### config.mk
export PLATFORM = sky130hd
export DESIGN_NAME = simple_platform
export DESIGN_NICKNAME = d
export VERILOG_FILES = /design/src/rtl/simple_platform.sv
export SDC_FILE = /design/constraint.sdc
export NUM_CORES = 1
export LEC_CHECK = 0
export ABC_AREA = 1
export CAP_MARGIN = 20
export CORE_UTILIZATION = 31
export CTS_CLUSTER_SIZE = 12
export DETAILED_ROUTE_END_ITERATION = 7
export GPL_ROUTABILITY_DRIVEN = 0
export PLACE_DENSITY = 0.57
export SETUP_SLACK_MARGIN = 0.15
export SYNTH_ARGS = -nofsm -noshare
export SYNTH_HDL_FRONTEND = slang
export SYNTH_SLANG_ARGS = --single-unit
export TNS_END_PERCENT = 20
### constraint.sdc
create_clock -name wb_clk -period 20.4 [get_ports wb_clk]
set_input_delay 4.08 -clock wb_clk [delete_from_list [all_inputs] [get_ports wb_clk]]
set_output_delay 4.08 -clock wb_clk [all_outputs]
set_load 0.05 [all_outputs]
### src/rtl/simple_platform.sv
// Host-driven Wishbone classic master with a register-file slave and a
// UART-style serial transmitter slave behind a one-hot address decoder.
module simple_platform #(
  parameter int CLKS_PER_BIT = 4
) (
  input  logic        wb_clk,
  input  logic        wb_rst,
  input  logic        request,
  input  logic        write,
  input  logic [31:0] address,
  input  logic [3:0]  byte_sel,
  input  logic [31:0] data_to_bus,
  output logic        busy,
  output logic        ready_from_bus,
  output logic        error_from_bus,
  output logic [31:0] data_from_bus,
  output logic        serial_out
);

  typedef enum logic [1:0] {M_IDLE, M_BUS, M_DONE} master_state_t;
  typedef enum logic [1:0] {TX_IDLE, TX_START, TX_DATA, TX_STOP} tx_state_t;

  localparam logic [7:0] CNT_LAST = 8'(CLKS_PER_BIT - 1);

  master_state_t m_state;
  logic          wb_cyc, wb_stb, wb_we, wb_ack, wb_err;
  logic [31:0]   wb_adr, wb_dat_w, wb_dat_r;
  logic [3:0]    wb_sel;

  logic          bus_req, hit_0, hit_1, acc_0, acc_1;
  logic          ack_0, ack_1, err_1, err_dec;
  logic [31:0]   dat_0, dat_1;
  logic [31:0]   regs [4];

  tx_state_t     tx_state;
  logic [7:0]    tx_cnt;
  logic [2:0]    tx_bit;
  logic [7:0]    tx_shift;
  logic          tx_done, tx_busy, tx_line, tx_last;

  assign bus_req  = wb_cyc & wb_stb;
  assign hit_0    = (wb_adr[31:4] == 28'h0) && (wb_adr[1:0] == 2'b00);
  assign hit_1    = (wb_adr[31:3] == 29'h20) && (wb_adr[1:0] == 2'b00);
  assign acc_0    = bus_req & hit_0 & ~ack_0;
  assign acc_1    = bus_req & hit_1 & ~ack_1 & ~err_1;
  assign wb_ack   = ack_0 | ack_1;
  assign wb_err   = err_1 | err_dec;
  assign wb_dat_r = dat_0 | dat_1;
  assign tx_busy  = (tx_state != TX_IDLE);
  assign tx_last  = (tx_cnt == CNT_LAST);

  always_ff @(posedge wb_clk or posedge wb_rst) begin
    if (wb_rst) begin
      m_state        <= M_IDLE;
      wb_cyc         <= 1'b0;
      wb_stb         <= 1'b0;
      wb_we          <= 1'b0;
      wb_adr         <= '0;
      wb_sel         <= '0;
      wb_dat_w       <= '0;
      busy           <= 1'b0;
      ready_from_bus <= 1'b0;
      error_from_bus <= 1'b0;
      data_from_bus  <= '0;
    end else begin
      case (m_state)
        M_IDLE: if (request) begin
          wb_cyc   <= 1'b1;
          wb_stb   <= 1'b1;
          wb_we    <= write;
          wb_adr   <= address;
          wb_sel   <= byte_sel;
          wb_dat_w <= data_to_bus;
          busy     <= 1'b1;
          m_state  <= M_BUS;
        end
        M_BUS: if (wb_ack || wb_err) begin
          wb_cyc         <= 1'b0;
          wb_stb         <= 1'b0;
          ready_from_bus <= 1'b1;
          error_from_bus <= wb_err;
          data_from_bus  <= (wb_we || wb_err) ? '0 : wb_dat_r;
          m_state        <= M_DONE;
        end
        M_DONE: begin
          ready_from_bus <= 1'b0;
          error_from_bus <= 1'b0;
          data_from_bus  <= '0;
          busy           <= 1'b0;
          m_state        <= M_IDLE;
        end
        default: m_state <= M_IDLE;
      endcase
    end
  end

  // Unmapped addresses still get a one-cycle-late response so the master never stalls.
  always_ff @(posedge wb_clk or posedge wb_rst) begin
    if (wb_rst) err_dec <= 1'b0;
    else        err_dec <= bus_req & ~hit_0 & ~hit_1 & ~err_dec;
  end

  always_ff @(posedge wb_clk or posedge wb_rst) begin
    if (wb_rst) begin
      for (int i = 0; i < 4; i++) regs[i] <= '0;
      ack_0 <= 1'b0;
      dat_0 <= '0;
    end else begin
      ack_0 <= acc_0;
      dat_0 <= '0;
      if (acc_0) begin
        if (wb_we) begin
          for (int b = 0; b < 4; b++)
            if (wb_sel[b]) regs[wb_adr[3:2]][8*b +: 8] <= wb_dat_w[8*b +: 8];
        end else begin
          dat_0 <= regs[wb_adr[3:2]];
        end
      end
    end
  end

  always_comb begin
    tx_line = 1'b1;
    case (tx_state)
      TX_START: tx_line = 1'b0;
      TX_DATA:  tx_line = tx_shift[0];
      default:  tx_line = 1'b1;
    endcase
  end

  // Bus access is handled before the bit timer so a frame ending wins over a done-clearing read.
  always_ff @(posedge wb_clk or posedge wb_rst) begin
    if (wb_rst) begin
      tx_state   <= TX_IDLE;
      tx_cnt     <= '0;
      tx_bit     <= '0;
      tx_shift   <= '0;
      tx_done    <= 1'b0;
      serial_out <= 1'b1;
      ack_1      <= 1'b0;
      err_1      <= 1'b0;
      dat_1      <= '0;
    end else begin
      ack_1      <= 1'b0;
      err_1      <= 1'b0;
      dat_1      <= '0;
      serial_out <= tx_line;
      if (acc_1) begin
        if (wb_we && !wb_adr[2]) begin
          if (tx_busy) begin
            err_1 <= 1'b1;
          end else begin
            ack_1 <= 1'b1;
            if (wb_sel[0]) begin
              tx_shift <= wb_dat_w[7:0];
              tx_cnt   <= '0;
              tx_state <= TX_START;
            end
          end
        end else begin
          ack_1 <= 1'b1;
          if (!wb_we && wb_adr[2]) begin
            dat_1   <= {30'h0, tx_done, tx_busy};
            tx_done <= 1'b0;
          end
        end
      end
      case (tx_state)
        TX_START: if (tx_last) begin
          tx_cnt   <= '0;
          tx_bit   <= '0;
          tx_state <= TX_DATA;
        end else tx_cnt <= tx_cnt + 8'd1;
        TX_DATA: if (tx_last) begin
          tx_cnt <= '0;
          if (tx_bit == 3'd7) tx_state <= TX_STOP;
          else begin
            tx_bit   <= tx_bit + 3'd1;
            tx_shift <= {1'b0, tx_shift[7:1]};
          end
        end else tx_cnt <= tx_cnt + 8'd1;
        TX_STOP: if (tx_last) begin
          tx_cnt   <= '0;
          tx_done  <= 1'b1;
          tx_state <= TX_IDLE;
        end else tx_cnt <= tx_cnt + 8'd1;
        default: ;
      endcase
    end
  end

endmodule

==> results.cfg <==
[power]
pwr-share-comb_pct = 2.2
pwr_density_cell_nw_per_um2 = 76.14
ir_drop_mv = 0.05217
total_leakage_power_uw = 0.007591
power_frac_seq_pct = 48.6
p_clk_share_pct = 49.2
power_uw = 1209
swShare_pct = 20.98
power_switching_uw = 253.6
internal_power_uw = 955.2

[floorplan]
die_x_um = 209.2
initial_core_util_pct = 31.60
die_h_um = 209.2
num_rows = 75
core-area_um2 = 42130
die_area_um2 = 43780
io_pins = 108

[route]
route.antenna.remaining_nets = 0
vias_per_cell = 4.822
drt_iter0_drc = 789
drtPass1Iterations = 5
vias = 10340
drc_errors = 0
wl_per_cell_um = 15.78
routed_wl_mm = 33.84

[sta]
worst_slew_pin_slew_ns = 0.9724
max_slew_margin_pct = 35.08
fin_crit_sh_pct = 28.97
fin_ws_ns = 14.49
fmax_mhz = 169.2
final.setup.tns_ns = 0
finClkSkew_ns = 0.01371
finalHoldViolCount = 0
setup_viol = 0
period_needed_ns = 5.910
rsz0062_at_grt = false
final-max-slew-violation-count = 0

[synth]
yosys_register_bits = 296
seq_area_frac_synth_pct = 55.65
netlist_area_um2 = 13310
synth_area_leaders = dfrtp_1, nand2_1, nand3_1
synth_edf_count = 0
yosys.area.top_type = dfrtp_1
ys_top_cells_by_count = nand2_1, dfrtp_1, inv_1
syn_area_per_cell_um2 = 8.805
yosysUniqueCellTypes = 32
yosysMostFrequentCell = nand2_1
synth.top_cell.area_share_pct = 55.45
yosys_warnings = 0
synthCells = 1512
syn_nets = 1587
async_flop_share_pct = 100.0
synthFlopType = dfrtp_1

[setup_path]
reg2reg_slack_ns = 17.77
cp.depth = 1
regToRegStartpoint = wb_adr[2]
cp_top_family = buffers and inverters
startpoint_type = flop
endpoint_kind = output pin
cp_num_buf_inv = 1
critical_path_required_ns = 16.32
worstPathCellList = clkdlybuf4s50_1
crit_fanout = 1
r2r-end = dat_0[7]
cpPeakStageDelay_ns = 0.79
reg2reg_depth = 7
cp_slowest_cell = clkdlybuf4s50_1
worstPathArrival_ns = 1.83
setup.worst_path.class = reg -> out

[clock_tree]
post_cts_buffers = 0
cts.sinks = 296
clk_latency_ns = 0.51
hold_buffers = 0
cts_root_buffer = clkbuf_16
cts_tree = yes
clockBufferDepth = 3
path_clk_slew_ns = 0.06
cts.htree.levels = 2
cts_made_buffers = 35
cts_resized = 0

[global_route]
antenna_found_initial = 0
grt_pass1_wl_mm = 56.01
grt_max_degree = 176
grt_usage_pct = 15.92
grt_overflow = 0
first_global_vias = 10240

[worst_hold_path]
hp-start = err_dec
hold_path_class = reg -> reg
holdPathEnd = err_dec
hold_path_depth = 1

[layout]
drive_above_1_share_pct = 5.981
fillers = 4189
n_antenna_cell = 0
area_growth_pct = 19.25
nets = 1657

[placed_design]
portBuffers = 107
preCtsSetupSlack_ns = 14.20
hpwl_mm = 19.52

[run]
maxCapViolCount = 0

[status]
status = complete, no violations
stage by stage:
stage | utilization, % | hold slack [ns] | area [µm²] | cells
after floorplan | - | 0.4120 | 13310 | 1512
after global placement | 35.08 | 0.4242 | 14780 | 2084
after detailed placement | 35.08 | 0.4382 | 14780 | 2084
after CTS | 37.68 | 0.4456 | 15880 | 2144
after global routing | 37.68 | 0.4652 | 15880 | 2144
final | 37.68 | 0.4504 | 15880 | 2144
registers in the layout, summed over array words and instances, names as in the netlist, 2 cells and up:
signal and cells:
data_from_bus 32, tx_bit 3, tx_state 2, regs 128, wb_sel 4, wb_adr 32
wb_dat_w 32, m_state 2, tx_cnt 8, dat_1 2, dat_0 32, tx_shift 8
metal layers:
metal | vias up | wire [µm] | GRT usage (%)
met5 | - | 0 | 0
met4 | 0 | 627 | 4.108
met3 | 46 | 2018 | 3.126
met2 | 296 | 14980 | 24.48
met1 | 4967 | 16210 | 22.87
li1 | 5029 | - | -
power by group through the flow:
stage	Clock (µW)	Combinational, µW	Sequential [µW]
after floorplan	0	8.47	598
after global placement	0	28.2	598
after detailed placement	0	27.8	598
after CTS	613	27.9	587
after global routing	638	29.9	587
final	595	26.5	587
layout make-up:
type | count | area (µm²) | area share (%)
multi-input cells | 922 | 4710 | 29.67
well taps | 539 | 674.4 | 4.248
clock inverters | 8 | 42.54 | 0.2680
repair buffers | 126 | 1226 | 7.724
flip-flops and latches | 296 | 7408 | 46.67
clock buffers | 52 | 1052 | 6.628
inverters | 201 | 762.0 | 4.800
how the worst max path moves through the flow:
| stage | to | slack (ns) | start |
|---|---|---|---|
| 3_3_place_gp | wb_dat_w[27] | 14.21 | wb_rst |
| 6_report | serial_out | 14.49 | serial_out |
| 2_1_floorplan | ack_0 | 8.15 | wb_rst |
| 4_1_cts | serial_out | 14.44 | serial_out |
| 5_1_grt | dat_0[9] | 14.42 | wb_rst |
| 3_5_place_dp | data_from_bus[10] | 14.20 | wb_rst |
placed cells by master (no fill, tap or decap), types with 5 or more instances in the layout:
master / count
a221oi_1: 32
buf_4: 18
clkbuf_1: 8
clkbuf_16: 37
clkbuf_8: 7
clkdlybuf4s50_1: 107
clkinv_2: 7
dfrtp_1: 295
inv_1: 195
inv_2: 5
nand2_1: 360
nand3_1: 192
nand4_1: 14
nor2_1: 70
nor2_4: 7
o21ai_0: 60
o21bai_1: 128
o22ai_1: 32
cell families (layout without fill, tap and decap cells):
logic type	Yosys count	count (layout)	share of synthesized area [%]
flip-flops	296	296	55.65
buffers and inverters	294	387	9.145
adder cells (fa/ha/maj)	3	3	0.2820
AND/OR/NAND/NOR	660	660	21.47
AO/OA/AOI/OAI	255	255	13.20
XOR/XNOR	4	4	0.2632
Note: power is estimated with default switching activity, not from simulation.
